--- src/rtl/regfile_pkg.sv ---
// Shared types and constants for the register-file port sequencer:
// data/select widths, zero-register index, FSM state encoding and the queued command layout.
package regfile_pkg;

   localparam int DATA_W    = 64;
   localparam int ADDR_W    = 5;
   localparam int REG_COUNT = 32;

   localparam logic [ADDR_W-1:0] XZR_IDX = 5'd31;

   typedef enum logic [1:0] {
      ST_IDLE  = 2'd0,
      ST_WRITE = 2'd1,
      ST_READ  = 2'd2,
      ST_RESP  = 2'd3
   } seq_state_t;

   typedef struct packed {
      logic              write;
      logic [ADDR_W-1:0] sa;
      logic [ADDR_W-1:0] sb;
      logic [ADDR_W-1:0] da;
      logic [DATA_W-1:0] data;
   } rf_cmd_t;

   function automatic logic is_xzr(input logic [ADDR_W-1:0] sel);
      return sel == XZR_IDX;
   endfunction

endpackage

--- src/rtl/regfile_port_sequencer_if.sv ---
// Command (valid/ready) and response (valid/ready) channels between a command source
// and the register-file port sequencer.
interface regfile_port_sequencer_if;
   import regfile_pkg::*;

   logic              cmd_valid;
   logic              cmd_ready;
   logic              cmd_write;
   logic [ADDR_W-1:0] cmd_sa;
   logic [ADDR_W-1:0] cmd_sb;
   logic [ADDR_W-1:0] cmd_da;
   logic [DATA_W-1:0] cmd_data;

   logic              rsp_valid;
   logic              rsp_ready;
   logic [DATA_W-1:0] rsp_a;
   logic [DATA_W-1:0] rsp_b;

   modport master (
      output cmd_valid, cmd_write, cmd_sa, cmd_sb, cmd_da, cmd_data, rsp_ready,
      input  cmd_ready, rsp_valid, rsp_a, rsp_b
   );

   modport slave (
      input  cmd_valid, cmd_write, cmd_sa, cmd_sb, cmd_da, cmd_data, rsp_ready,
      output cmd_ready, rsp_valid, rsp_a, rsp_b
   );

endinterface

--- src/rtl/regfile_cmd_fifo.sv ---
// Small synchronous FIFO holding queued register-file commands; head entry is visible
// without a read strobe so the sequencer can decode and pop it in the same cycle.
module regfile_cmd_fifo #(
   parameter int WIDTH = 8,
   parameter int DEPTH = 2
) (
   input  logic             clock,
   input  logic             reset,
   input  logic             push,
   input  logic [WIDTH-1:0] wdata,
   input  logic             pop,
   output logic [WIDTH-1:0] rdata,
   output logic             full,
   output logic             empty
);

   localparam int PTR_W = (DEPTH > 1) ? $clog2(DEPTH) : 1;

   logic [WIDTH-1:0] mem [DEPTH];
   logic [PTR_W-1:0] wr_ptr_reg;
   logic [PTR_W-1:0] rd_ptr_reg;
   logic [PTR_W:0]   count_reg;
   logic             push_ok;
   logic             pop_ok;

   assign full    = (count_reg == (PTR_W+1)'(DEPTH));
   assign empty   = (count_reg == '0);
   assign push_ok = push & ~full;
   assign pop_ok  = pop & ~empty;
   assign rdata   = mem[rd_ptr_reg];

   // Entry storage carries no reset: validity is tracked by count_reg alone.
   generate
      for (genvar gi = 0; gi < DEPTH; gi++) begin : g_entry
         always_ff @(posedge clock) begin
            if (push_ok && wr_ptr_reg == PTR_W'(gi)) begin
               mem[gi] <= wdata;
            end
         end
      end
   endgenerate

   always_ff @(posedge clock or negedge reset) begin
      if (!reset) begin
         wr_ptr_reg <= '0;
         rd_ptr_reg <= '0;
         count_reg  <= '0;
      end else begin
         if (push_ok) wr_ptr_reg <= wr_ptr_reg + PTR_W'(1);
         if (pop_ok)  rd_ptr_reg <= rd_ptr_reg + PTR_W'(1);
         case ({push_ok, pop_ok})
            2'b10:   count_reg <= count_reg + (PTR_W+1)'(1);
            2'b01:   count_reg <= count_reg - (PTR_W+1)'(1);
            default: count_reg <= count_reg;
         endcase
      end
   end

endmodule

--- src/rtl/regfile_port_sequencer.sv ---
// Queues write/dual-read commands and plays them onto a 32x64 register file one at a time.
// Optional REGFILE_XZR_EN makes register 31 a hard-wired zero register.
module regfile_port_sequencer
   import regfile_pkg::*;
#(
   parameter int FIFO_DEPTH = 2
) (
   input  logic                     clock,
   input  logic                     reset,
   regfile_port_sequencer_if.slave  bus,
   output logic [ADDR_W-1:0]        rf_SA,
   output logic [ADDR_W-1:0]        rf_SB,
   output logic [ADDR_W-1:0]        rf_DA,
   output logic [DATA_W-1:0]        rf_D,
   output logic                     rf_W,
   input  logic [DATA_W-1:0]        rf_A,
   input  logic [DATA_W-1:0]        rf_B,
   output logic                     busy
);

`ifdef REGFILE_XZR_EN
   localparam bit XZR_EN = 1'b1;
`else
   localparam bit XZR_EN = 1'b0;
`endif

   seq_state_t        state_reg;
   logic [ADDR_W-1:0] rf_sa_reg;
   logic [ADDR_W-1:0] rf_sb_reg;
   logic [ADDR_W-1:0] rf_da_reg;
   logic [DATA_W-1:0] rf_d_reg;
   logic              rf_w_reg;
   logic              rsp_valid_reg;
   logic [DATA_W-1:0] rsp_a_reg;
   logic [DATA_W-1:0] rsp_b_reg;

   rf_cmd_t                     in_cmd;
   rf_cmd_t                     head;
   logic [$bits(rf_cmd_t)-1:0]  head_bits;
   logic                        fifo_full;
   logic                        fifo_empty;
   logic                        push;
   logic                        pop;

   assign in_cmd = '{write: bus.cmd_write, sa: bus.cmd_sa, sb: bus.cmd_sb,
                     da: bus.cmd_da, data: bus.cmd_data};
   assign head   = rf_cmd_t'(head_bits);

   // Ready is held low while reset is asserted so every output reads 0 during reset.
   assign bus.cmd_ready = reset & ~fifo_full;
   assign push          = bus.cmd_valid & bus.cmd_ready;
   assign pop           = (state_reg == ST_IDLE) & ~fifo_empty;

   regfile_cmd_fifo #(
      .WIDTH ($bits(rf_cmd_t)),
      .DEPTH (FIFO_DEPTH)
   ) u_fifo (
      .clock (clock),
      .reset (reset),
      .push  (push),
      .wdata (in_cmd),
      .pop   (pop),
      .rdata (head_bits),
      .full  (fifo_full),
      .empty (fifo_empty)
   );

   always_ff @(posedge clock or negedge reset) begin
      if (!reset) begin
         state_reg     <= ST_IDLE;
         rf_sa_reg     <= '0;
         rf_sb_reg     <= '0;
         rf_da_reg     <= '0;
         rf_d_reg      <= '0;
         rf_w_reg      <= 1'b0;
         rsp_valid_reg <= 1'b0;
         rsp_a_reg     <= '0;
         rsp_b_reg     <= '0;
      end else begin
         case (state_reg)
            ST_IDLE: begin
               if (!fifo_empty) begin
                  if (head.write) begin
                     rf_da_reg <= head.da;
                     rf_d_reg  <= head.data;
                     // A zero-register write still walks through WRITE, just without a strobe.
                     rf_w_reg  <= ~(XZR_EN & is_xzr(head.da));
                     state_reg <= ST_WRITE;
                  end else begin
                     rf_sa_reg <= head.sa;
                     rf_sb_reg <= head.sb;
                     state_reg <= ST_READ;
                  end
               end
            end
            ST_WRITE: begin
               rf_w_reg  <= 1'b0;
               state_reg <= ST_IDLE;
            end
            ST_READ: begin
               rsp_a_reg     <= (XZR_EN && is_xzr(rf_sa_reg)) ? '0 : rf_A;
               rsp_b_reg     <= (XZR_EN && is_xzr(rf_sb_reg)) ? '0 : rf_B;
               rsp_valid_reg <= 1'b1;
               state_reg     <= ST_RESP;
            end
            ST_RESP: begin
               if (bus.rsp_ready) begin
                  rsp_valid_reg <= 1'b0;
                  state_reg     <= ST_IDLE;
               end
            end
            default: state_reg <= ST_IDLE;
         endcase
      end
   end

   assign rf_SA         = rf_sa_reg;
   assign rf_SB         = rf_sb_reg;
   assign rf_DA         = rf_da_reg;
   assign rf_D          = rf_d_reg;
   assign rf_W          = rf_w_reg;
   assign bus.rsp_valid = rsp_valid_reg;
   assign bus.rsp_a     = rsp_a_reg;
   assign bus.rsp_b     = rsp_b_reg;
   assign busy          = (state_reg != ST_IDLE) | ~fifo_empty;

endmodule

--- src/flat_wrapper.sv ---
// flat-port wrapper written by rule: the top's interface ports become plain ports
module regfile_port_sequencer_flat import regfile_pkg::*;
#(
   parameter int FIFO_DEPTH = 2
)
  (clock, reset, rf_SA, rf_SB, rf_DA, rf_D, rf_W, rf_A, rf_B, busy, bus_cmd_valid, bus_cmd_write, bus_cmd_sa, bus_cmd_sb, bus_cmd_da, bus_cmd_data, bus_rsp_ready, bus_cmd_ready, bus_rsp_valid, bus_rsp_a, bus_rsp_b);
  regfile_port_sequencer_if bus_i ();
  input  logic clock;
  input  logic reset;
  output logic [ADDR_W-1:0] rf_SA;
  output logic [ADDR_W-1:0] rf_SB;
  output logic [ADDR_W-1:0] rf_DA;
  output logic [DATA_W-1:0] rf_D;
  output logic rf_W;
  input  logic [DATA_W-1:0] rf_A;
  input  logic [DATA_W-1:0] rf_B;
  output logic busy;
  input wire logic [$bits(bus_i.cmd_valid)-1:0] bus_cmd_valid;
  input wire logic [$bits(bus_i.cmd_write)-1:0] bus_cmd_write;
  input wire logic [$bits(bus_i.cmd_sa)-1:0] bus_cmd_sa;
  input wire logic [$bits(bus_i.cmd_sb)-1:0] bus_cmd_sb;
  input wire logic [$bits(bus_i.cmd_da)-1:0] bus_cmd_da;
  input wire logic [$bits(bus_i.cmd_data)-1:0] bus_cmd_data;
  input wire logic [$bits(bus_i.rsp_ready)-1:0] bus_rsp_ready;
  output wire logic [$bits(bus_i.cmd_ready)-1:0] bus_cmd_ready;
  output wire logic [$bits(bus_i.rsp_valid)-1:0] bus_rsp_valid;
  output wire logic [$bits(bus_i.rsp_a)-1:0] bus_rsp_a;
  output wire logic [$bits(bus_i.rsp_b)-1:0] bus_rsp_b;
  assign bus_i.cmd_valid = bus_cmd_valid;
  assign bus_i.cmd_write = bus_cmd_write;
  assign bus_i.cmd_sa = bus_cmd_sa;
  assign bus_i.cmd_sb = bus_cmd_sb;
  assign bus_i.cmd_da = bus_cmd_da;
  assign bus_i.cmd_data = bus_cmd_data;
  assign bus_i.rsp_ready = bus_rsp_ready;
  assign bus_cmd_ready = bus_i.cmd_ready;
  assign bus_rsp_valid = bus_i.rsp_valid;
  assign bus_rsp_a = bus_i.rsp_a;
  assign bus_rsp_b = bus_i.rsp_b;
  regfile_port_sequencer #(.FIFO_DEPTH(FIFO_DEPTH)) u_core (.clock(clock), .reset(reset), .bus(bus_i), .rf_SA(rf_SA), .rf_SB(rf_SB), .rf_DA(rf_DA), .rf_D(rf_D), .rf_W(rf_W), .rf_A(rf_A), .rf_B(rf_B), .busy(busy));
endmodule
--- config.mk ---
export PLATFORM = sky130hd
export DESIGN_NAME = regfile_port_sequencer_flat
export DESIGN_NICKNAME = d
export VERILOG_FILES = /design/src/rtl/regfile_pkg.sv /design/src/rtl/regfile_port_sequencer_if.sv /design/src/rtl/regfile_cmd_fifo.sv /design/src/rtl/regfile_port_sequencer.sv /design/src/flat_wrapper.sv
export SDC_FILE = /design/constraint.sdc
export NUM_CORES = 1
export LEC_CHECK = 0
export CAP_MARGIN = 10
export CORE_UTILIZATION = 45
export CTS_CLUSTER_SIZE = 14
export DETAILED_ROUTE_END_ITERATION = 10
export PLACE_DENSITY = 0.79
export SYNTH_ARGS = -nofsm -noshare
export SYNTH_HDL_FRONTEND = slang
export SYNTH_HIERARCHICAL = 1
export SYNTH_SLANG_ARGS = --single-unit
export TNS_END_PERCENT = 30
--- constraint.sdc ---
create_clock -name clock -period 15 [get_ports clock]
set_input_delay 3.75 -clock clock [delete_from_list [all_inputs] [get_ports clock]]
set_output_delay 3.75 -clock clock [all_outputs]
set_load 0.02 [all_outputs]
* Word-level counts from Yosys, hierarchy flattened
Memories as Yosys holds them, arrays and structs flattened.
Cells that the tools add are included.
** Storage, ports and cells
- Bits in registers :: 215
- RAM bits :: 160
- Input bits :: 212
- Output and inout port bits :: 211
- Word-level logic and storage cells :: 67
- Memories kept :: 1
** Memory list
- u_core.u_fifo.mem :: depth 2, width 80, rd ports 1, clocked after memory_dff 0, write ports 1, RTL line regfile_cmd_fifo.sv:19 : logic [WIDTH-1:0] mem [DEPTH];
** Cells by class
- Add/sub/neg operators :: 4
- Equal/unequal tests :: 9
- Mux-type cells :: 17
- Bitwise operators :: 10
- Reduce and logical (&&, ||, !) cells :: 14
** Operators with widths (count)
- $mux W80 :: 1
- $reduce_or A80 Y1 :: 1
- $mux W1 :: 9
- $reduce_and A3 Y1 :: 3
- $eq A2 B2 Y1 const B :: 4
- $pmux W2 S4 :: 1
- $reduce_bool A2 Y1 :: 4
- $mux W2 :: 3
- $and A1 B1 Y1 :: 5
- $eq A2 B1 Y1 const B :: 2
- $logic_not A2 Y1 :: 2
- $ne A2 B2 Y1 const B :: 2
- $not A1 Y1 :: 4
- $pmux W1 S2 :: 2
- $pmux W2 S2 :: 1
- $reduce_and A2 Y1 :: 2
- $add A1 B1 Y1 const B :: 2
- $add A2 B1 Y2 const B :: 1
- $logic_and A1 B1 Y1 :: 2
- $ne A2 B1 Y1 const B :: 1
- $sub A2 B1 Y2 const B :: 1
- $or A1 B1 Y1 :: 1

* Depth between registers and ports, before layout
Gate-level depths: netlist of the first run.
- Word-level depth :: 10
- Mapped depth :: 9
- Mapped depth without buffers :: 9

* Modules after synthesis
Netlist of the first run, hierarchy kept.
** Modules (own cells, without submodules)
- regfile_port_sequencer :: times used 1, cells an instance 459, area each 7877.6 um2, seq. area each 5280.1 um2
- regfile_cmd_fifo :: times used 1, cells an instance 267, area each 6369.9 um2, seq. area each 4904.7 um2

* Worst setup path before layout of the first run
OpenSTA, ideal clock, no wires.
- Path type :: input port to flip-flop
- From :: input port reset
- To :: memory u_core/u_fifo/mem[0][0] (netlist name), enable pin
- Library setup time :: 0.519 ns
- Arrival time :: 7.744 ns
- Slack :: 6.737 ns
- Stages on the path :: 4
- Path buffers :: 0
- Cells stage by stage :: nor2b_1 > and2_1 > nand2_1 > nor2_1
** Between the ends
- Word-level cells in the longest chain between the ends :: 8
- Elaborated cells on any way between the ends :: 12
** RTL lines
- start: declaration :: RTL line flat_wrapper.sv:9 : input logic reset;
- $and A1 B1 Y1 * :: RTL line regfile_port_sequencer.sv:50 : assign bus.cmd_ready = reset & ~fifo_full;
- $and A1 B1 Y1 * :: RTL line regfile_port_sequencer.sv:51 : assign push = bus.cmd_valid & bus.cmd_ready;
- via u_core.push :: RTL line regfile_port_sequencer.sv:42 : logic push;
- $and A1 B1 Y1 * :: RTL line regfile_cmd_fifo.sv:28 : assign push_ok = push & ~full;
- $logic_and A1 B1 Y1 :: RTL line regfile_cmd_fifo.sv:36 : if (push_ok && wr_ptr_reg == PTR_W'(gi)) begin
- $mux W1 :: RTL line regfile_cmd_fifo.sv:36
- $mux W1 (implied by the code) :: RTL line regfile_cmd_fifo.sv:37 : mem[gi] <= wdata;
- $reduce_or A80 Y1 (no line)
- $mux W1 (no line)
- end: declaration :: RTL line regfile_cmd_fifo.sv:19
Mark *: on every way through the listed nets, which the timed path passes. The rest lies on a longest branch.

* Final worst setup path of the first run
- From :: input port reset
- To :: output port bus_cmd_ready
** Between the ends
- Word-level cells in the longest chain between the ends :: 1
** RTL lines
- $and A1 B1 Y1 :: RTL line regfile_port_sequencer.sv:50
- end: declaration :: RTL line flat_wrapper.sv:25 : output wire logic [$bits(bus_i.cmd_ready)-1:0] bus_cmd_ready;
Every way passes these cells.

==> results of run 1 <==
## per-stage QoR
step / cell area (sq um) / setup WS (ps) / util (%)
floorplan: 14200 / 6740 / -
global placement: 18800 / 6060 / 60.9
detailed placement: 18800 / 6080 / 60.9
CTS: 20100 / 6080 / 65.2
global route: 20100 / 5980 / 65.2
finish: 20100 / 6120 / 65.2
## cells in the final DEF, fill, tap and decap left out, types with 4 or more instances in the layout
cell type	count
sky130_fd_sc_hd__mux2_2	198
sky130_fd_sc_hd__bufinv_16	4
sky130_fd_sc_hd__buf_4	9
sky130_fd_sc_hd__diode_2	4
sky130_fd_sc_hd__clkinv_2	6
sky130_fd_sc_hd__mux2_1	10
sky130_fd_sc_hd__clkbuf_8	8
sky130_fd_sc_hd__dfrtp_1	214
sky130_fd_sc_hd__clkbuf_1	10
sky130_fd_sc_hd__clkdlybuf4s50_1	421
sky130_fd_sc_hd__mux2_4	79
sky130_fd_sc_hd__clkbuf_16	41
sky130_fd_sc_hd__edfxtp_1	160
## final cells by class
| type | instances | area [sq um] | share of cell area (%) |
|---|---|---|---|
| Inverter | 2 | 7.51 | 0.0373 |
| Tap cell | 396 | 495 | 2.46 |
| Clock inverter | 13 | 170 | 0.846 |
| Antenna cell | 4 | 10.0 | 0.0498 |
| Multi-Input combinational cell | 316 | 3770 | 18.8 |
| Clock buffer | 59 | 1170 | 5.83 |
| Timing Repair Buffer | 431 | 4300 | 21.4 |
| Sequential cell | 375 | 10200 | 50.6 |
## worst paths after layout
path	endpoint	from	depth (start not counted)	slack, ps
worst max-delay path	bus_cmd_ready	reset	3	6120
worst min-delay path	u_core/rf_D[42]$_DFFE_PN0P_	u_core/rf_D[42]$_DFFE_PN0P_	1	490
worst max register to register	u_core/u_fifo/mem[0][32]$_DFFE_PP_	u_core/u_fifo/count_reg[0]$_DFFE_PN0P_	7	11970
worst min register to register	u_core/rf_D[42]$_DFFE_PN0P_	u_core/rf_D[42]$_DFFE_PN0P_	1	490
max in group asynchronous	u_core/bus.rsp_a[8]$_DFFE_PN0P_	reset	2	10340
min in group asynchronous	u_core/bus.rsp_b[53]$_DFFE_PN0P_	reset	1	3240
## metal layers
layer / vias to the layer above / global-route usage (%) / share of wire, %
met2: 290 / 36.2 / 52
met3: 64 / 7.74 / 9.9
met1: 3974 / 22.6 / 35
li1: 3573 / - / -
met5: - / 0 / 0.039
met4: 2 / 6.79 / 3.0
## kinds of logic after synthesis
family,count (synthesis),share of synthesized area [%]
buffers and inverters,35,2.17
XOR/XNOR,5,0.307
adder cells (fa/ha/maj),1,0.0878
multiplexers,287,24.8
AND/OR/NAND/NOR,18,0.913
AO/OA/AOI/OAI,5,0.272
flip-flops,375,71.5
## worst reg2reg max path: cells and delay by family, from the launching register on
kind	cells	cell delay, ps
buffers and inverters	2	760
flip-flops	1	410
AND/OR/NAND/NOR	5	1450
## cells in the mapped netlist
library cell,count
sky130_fd_sc_hd__dfrtp_1,215
sky130_fd_sc_hd__mux2_2,198
sky130_fd_sc_hd__edfxtp_1,160
sky130_fd_sc_hd__mux2_4,79
sky130_fd_sc_hd__buf_2,20
sky130_fd_sc_hd__mux2_1,10
sky130_fd_sc_hd__buf_12,8
sky130_fd_sc_hd__nor2_1,4
sky130_fd_sc_hd__nand2_1,3
sky130_fd_sc_hd__xnor2_1,3
sky130_fd_sc_hd__buf_4,2
sky130_fd_sc_hd__buf_6,2
sky130_fd_sc_hd__inv_1,2
sky130_fd_sc_hd__nand2b_1,2
sky130_fd_sc_hd__nor2b_1,2
sky130_fd_sc_hd__xor2_1,2
sky130_fd_sc_hd__a21bo_2,1
sky130_fd_sc_hd__a21o_1,1
sky130_fd_sc_hd__a2bb2oi_1,1
sky130_fd_sc_hd__and2_1,1
sky130_fd_sc_hd__and3_1,1
sky130_fd_sc_hd__clkbuf_1,1
sky130_fd_sc_hd__ha_1,1
sky130_fd_sc_hd__nor2b_2,1
sky130_fd_sc_hd__nor3_1,1
sky130_fd_sc_hd__nor3b_1,1
sky130_fd_sc_hd__nor4_4,1
sky130_fd_sc_hd__nor4b_4,1
sky130_fd_sc_hd__o21ai_0,1
sky130_fd_sc_hd__o31ai_1,1
## report_power, final
part           switching, W  internal (W)  total (W)
combinational      0.000864       0.00103    0.00189
sequential         0.000203       0.00144    0.00165
clock              0.000384      0.000610   0.000995
total               0.00145       0.00308    0.00453
==> Implementation_results.wiki, run 1 <==
{| class="wikitable"
! Metric !! Value
|-
| Final period utilization || 59.2%
|-
| Syn Nets || 939
|-
| Critical path buffer and inverter count || 2
|-
| Worst Setup Start Kind || input port
|-
| Worst setup path category || in -> out
|-
| Synth warnings || 6
|-
| Number of cells in the finished layout apart from fillers || 1,596
|-
| Top cells by area, synth || sky130_fd_sc_hd__dfrtp_1 (38%), sky130_fd_sc_hd__edfxtp_1 (34%), sky130_fd_sc_hd__mux2_2 (16%)
|-
| Crit-path cells || buf_8 -> nor2b_1 -> clkdlybuf4s50_1
|-
| Ratio of cells with drive above 1 in the final layout || 29.8%
|-
| Pin count of the biggest net entering global routing || 86
|-
| Peak supply drop || 0.141 mV
|-
| Synth Cell Area || 14,200 sq um
|-
| Quantity of I/O buffers inserted on ports || 422
|-
| Post-cts repair resize count || 0
|-
| Initial Utilization || 46.2%
|-
| # Max-Cap Violations || 0
|-
| Inserted Clock Buffers || 40
|-
| Latest clock arrival within the worst-skew pair || 520 ps
|-
| Post-CTS setup buffer count || 0
|-
| Antenna violations before repair || 5
|-
| Arr. time, crit path || 5130 ps
|-
| Flip-flop count of the largest register, all copies and words added || 160
|-
| Via count of the first global-routing pass || 8,568
|-
| Leakage power total || 7.88 nW
|-
| Clock tree from TritonCTS || built
|-
| Critical-path maximum fanout || 85
|-
| Top cell type's share of synthesized area || 37.8%
|-
| Full die area || 32,400 sq um
|-
| Global-route total usage across every layer || 20.5%
|-
| Detailed placement HPWL || 22,900 microns
|-
| Worst-path clk slew || 60 ps
|-
| Count of pins over their slew limit || 0
|-
| Required time of the critical path || 11,250 ps
|-
| Core Box Area || 30,800 sq um
|-
| Seq/Total Area, Yosys || 71.5%
|-
| Avg Vias per Cell || 4.95
|-
| Mean cell area of the mapped netlist || 19.6 sq um
|-
| Fin Hold WS || 492 ps
|-
| Hold buffer count at cts || 0
|-
| CTS root buffer || sky130_fd_sc_hd__clkbuf_16
|-
| Leftover overflow at the end of global routing || 0
|-
| Largest register by flop count || u_core/u_fifo/mem
|-
| Headroom to the max-slew limit || 30.7%
|-
| Kind of end point of the critical path || output pin
|-
| Detailed-routing iteration count for the pre-antenna-repair pass || 8
|-
| Total power divided by cell area || 225 nW/um^2
|-
| Number of design-rule violations left by the first detailed-router iteration || 371
|-
| Horizontal extent of the die || 180 microns
|-
| Outcome || finished with violations
|-
| Site Rows || 64
|-
| Average routed wire per standard cell || 20.6 microns
|-
| Post-DRT Antenna Nets || 0
|-
| Shortest clock period the worst path allows after layout || 8880 ps
|-
| Layout filler cell count || 2,159
|-
| Leading area contributor after synthesis || sky130_fd_sc_hd__dfrtp_1
|-
| Hold WC Path Type || reg -> reg
|-
| Buffers from clock root to sink, at most || 3
|-
| Area growth from synthesis to final layout || 41.2%
|-
| Cell total after placement || 1,520
|-
| Post-Route Skew || 9.06 ps
|-
| Die span in y || 180 microns
|-
| Number of standard cells after synthesis || 726
|-
| Max incr delay on CP || 620 ps
|-
| Residual DRC || 33
|-
| Total negative slack for setup checks || 0 ps
|-
| Setup violators final || 0
|-
| Final weighted congestion of routability-driven global placement || 0.840
|-
| Register bit count reported by yosys || 375
|-
| Boundary pin count || 423
|-
| Worst-path cell with the longest stage delay || sky130_fd_sc_hd__clkdlybuf4s50_1
|-
| Setup repair after global routing missed its margin || false
|-
| Number of clock sinks || 375
|-
| Post-synth cell types || 30
|-
| Transition time of the tightest slew-check pin || 1040 ps
|-
| Final net count || 1,379
|-
| Total via count in the routed design || 7,903
|-
| Delay-heaviest family, CP || buffers and inverters
|-
| First-pass GRT wire length || 50,600 microns
|-
| Total Routed Length || 32,900 microns
|-
| Achievable frequency || 113 MHz
|-
| Final hold violations || 0
|-
| Sum of internal, switching and leakage power || 0.00453 W
|-
| Failing checks || design-rule violations
|-
| Maximum level of the CTS H-tree || 2
|}
(Power assumes the default switching activity.)
==> inputs of run 2 (changes only) <==
Clock period 15 ns to 8.6 ns, I/O delays scaled along.
==> run 2 against run 1 <==
Net effect: the flow still finishes with violations (design-rule violations); critical path type unchanged; clock skew up 2.8 ps; critical path depth stayed put; largest power group unchanged; via count shrank 0.75%; die area did not move; power up 72%; critical endpoint unchanged; register-to-register slack got worse by 6300 ps; first-iteration DRC count up 10%; setup slack got worse by 3200 ps; combinational power grew 75%; sequential power increased by 74%; sequential share of layout area grew 0.26 points.
==> Implementation_results.wiki, run 2 (synthesis gave the netlist of run 1 again) <==
{| class="wikitable"
! Metric !! Value
|-
| Inserted Clock Buffers || 40 (unchanged)
|-
| Ratio of cells with drive above 1 in the final layout || 29.5% (-0.31 points)
|-
| Leftover overflow at the end of global routing || 0 (unchanged)
|-
| Worst setup slack for register-to-register paths || 5650 ps (-6320 ps)
|-
| Critical-path maximum fanout || 78 (-8.2%)
|-
| Boundary pin count || 423 (unchanged)
|-
| Setup slack after placement || 2920 ps (-3160 ps)
|-
| Hold path cells || 1 (unchanged)
|-
| Worst-path clk slew || 60 ps (about the same)
|-
| Final weighted congestion of routability-driven global placement || 0.841 (+0.15%)
|-
| Crit-path cells || buf_8 -> nor2b_1 -> clkdlybuf4s50_1
|-
| Shortest clock period the worst path allows after layout || 5640 ps
|-
| Layout filler cell count || 2,176 (+0.79%)
|-
| Transition time of the tightest slew-check pin || 1110 ps (+70.3 ps)
|-
| Detailed-routing iteration count for the pre-antenna-repair pass || 8 (unchanged)
|-
| Cell-internal power || 0.00527 W (+71%)
|-
| Total Routed Length || 32,700 microns (-0.64%)
|-
| Worst setup path category || in -> out
|-
| Peak supply drop || 0.212 mV (+51%)
|-
| Worst-path cell with the longest stage delay || sky130_fd_sc_hd__clkdlybuf4s50_1
|-
| # Max-Cap Violations || 0 (unchanged)
|-
| Psw || 0.00252 W (+73%)
|-
| First-pass GRT wire length || 50,500 microns (-0.21%)
|-
| Endpoint of the lowest-slack register-to-register path || u_core/u_fifo/mem[0][38]$_DFFE_PP_
|-
| Relative contribution of sequential cells to total power || 36.8% (+0.5 points)
|-
| Post-cts repair resize count || 0 (unchanged)
|-
| Achievable frequency || 177 MHz
|-
| Sum of internal, switching and leakage power || 0.00779 W (+72%)
|-
| Residual DRC || 33 (unchanged)
|-
| Source of the critical timing path || reset
|-
| Number of design-rule violations left by the first detailed-router iteration || 409 (+10%)
|-
| CTS root buffer || sky130_fd_sc_hd__clkbuf_16
|-
| Total via count in the routed design || 7,844 (-0.75%)
|-
| Worst Setup Start Kind || input port
|-
| Setup violators final || 0 (unchanged)
|-
| Combinational fraction of design power || 42.3% (+0.5 points)
|-
| Delay-heaviest family, CP || buffers and inverters
|-
| Pin count of the biggest net entering global routing || 79 (-8.1%)
|-
| Final worst setup slack || 2960 ps (-3160 ps)
|-
| Hold WC Path Type || reg -> reg
|-
| Post-DRT Antenna Nets || 0 (unchanged)
|-
| Flip-flop count of the largest register, all copies and words added || 160 (unchanged)
|-
| Quantity of I/O buffers inserted on ports || 422 (unchanged)
|-
| Reg-to-reg critical path startpoint || u_core/u_fifo/count_reg[0]$_DFFE_PN0P_
|-
| Leakage power total || 7.84 nW (-0.61%)
|-
| Die span in y || 180 microns (unchanged)
|-
| Post-Route Skew || 11.9 ps (+2.81 ps)
|-
| Final hold violations || 0 (unchanged)
|-
| Antenna violations before repair || 1 (-4)
|-
| Outcome || finished with violations
|-
| Total power divided by cell area || 389 nW/um^2 (+73%)
|-
| Most frequent standard cell in the layout excluding fill and tap cells || sky130_fd_sc_hd__clkdlybuf4s50_1
|-
| Horizontal extent of the die || 180 microns (unchanged)
|-
| Number of cells on the worst reg-to-reg path || 7 (unchanged)
|-
| Detailed placement HPWL || 22,400 microns (-1.9%)
|-
| HP Start || u_core/rf_D[39]$_DFFE_PN0P_
|-
| Clock tree from TritonCTS || built
|-
| Global-route total usage across every layer || 20.4% (-0.086 points)
|-
| Buffers from clock root to sink, at most || 3 (unchanged)
|-
| Via count of the first global-routing pass || 8,550 (-0.21%)
|-
| Latest clock arrival within the worst-skew pair || 520 ps (about the same)
|-
| Final period utilization || 65.5%
|-
| Maximum level of the CTS H-tree || 2 (unchanged)
|-
| Clock share of power || 20.9% (-1.0 points)
|-
| Setup repair after global routing missed its margin || false
|-
| Failing checks || design-rule violations
|-
| Arr. time, crit path || 3490 ps (-1640 ps)
|-
| Count of pins over their slew limit || 0 (unchanged)
|-
| Core Box Area || 30,800 sq um (unchanged)
|-
| Number of clock sinks || 375 (unchanged)
|-
| Headroom to the max-slew limit || 26.2% (-4.5 points)
|-
| Post-CTS setup buffer count || 0 (unchanged)
|-
| Most frequent cells in the layout || sky130_fd_sc_hd__clkdlybuf4s50_1 (421), sky130_fd_sc_hd__dfrtp_1 (214), sky130_fd_sc_hd__mux2_2 (198), sky130_fd_sc_hd__edfxtp_1 (160), sky130_fd_sc_hd__mux2_4 (79)
|-
| Final net count || 1,379 (unchanged)
|-
| Worst hold endpoint || u_core/rf_D[39]$_DFFE_PN0P_
|-
| Initial Utilization || 46.2% (unchanged)
|-
| Critical path buffer and inverter count || 2 (unchanged)
|-
| Largest register by flop count || u_core/u_fifo/mem
|-
| Hold buffer count at cts || 0 (unchanged)
|-
| Full die area || 32,400 sq um (unchanged)
|-
| Total negative slack for setup checks || 0 ps (unchanged)
|-
| Required time of the critical path || 6450 ps (-4800 ps)
|-
| Area growth from synthesis to final layout || 40.5%
|-
| Switching fraction of total power || 32.3% (+0.29 points)
|-
| Max incr delay on CP || 620 ps (about the same)
|-
| Avg Vias per Cell || 4.93 (-0.50%)
|-
| Average routed wire per standard cell || 20.6 microns (-0.39%)
|-
| Site Rows || 64 (unchanged)
|-
| Kind of end point of the critical path || output pin
|}
-- run 2: metal layers --
metal,part of all wire (%),routed length [microns],vias up,track usage (%)
li1,-,-,3572,-
met1,37,12100,3943,23.7
met2,52,17100,281,36.4
met3,8.5,2770,48,6.06
met4,2.2,716,0,5.76
met5,0,0,-,0
-- run 2: final cells by class --
class	instances	area, sq um	share of cell area, %
inverter	2	7.51	0.0375
sequential	375	10200	50.9
multi-input combinational	316	3770	18.9
tap	396	495	2.48
clock inverter	12	96.3	0.481
antenna	1	2.50	0.0125
timing repair buffer	431	4300	21.5
clock buffer	59	1150	5.76
-- run 2: power groups by stage --
stage | Combinational, W | Clock, W | Sequential (W)
floorplan | 0.00137 | 0 | 0.00344
global placement | 0.00327 | 0 | 0.00287
detailed placement | 0.00331 | 0 | 0.00290
CTS | 0.00333 | 0.00167 | 0.00288
global route | 0.00346 | 0.00174 | 0.00295
finish | 0.00330 | 0.00163 | 0.00287
-- run 2: worst max path at each step --
stage | cells after the start | end
after floorplan | 4 | u_core/u_fifo/mem[0][0]$_DFFE_PP_
after global placement | 3 | bus_cmd_ready
after detailed placement | 3 | bus_cmd_ready
after CTS | 3 | bus_cmd_ready
after global routing | 3 | bus_cmd_ready
final | 3 | bus_cmd_ready
-- run 2: stage by stage --
step	hold WS [ps]	instances	instance area [sq um]	utilization [%]
after floorplan	461	726	14200	-
after global placement	467	1520	18800	60.9
after detailed placement	477	1520	18800	60.9
after CTS	501	1591	20000	64.9
after global routing	514	1592	20000	64.9
final	495	1592	20000	64.9
-- run 2: worst reg2reg max path: cells and delay by family, from the launching register on --
kind / cells / cell delay, ps
simple gates: 5 / 1330
flops: 1 / 400
buf+inv: 2 / 830
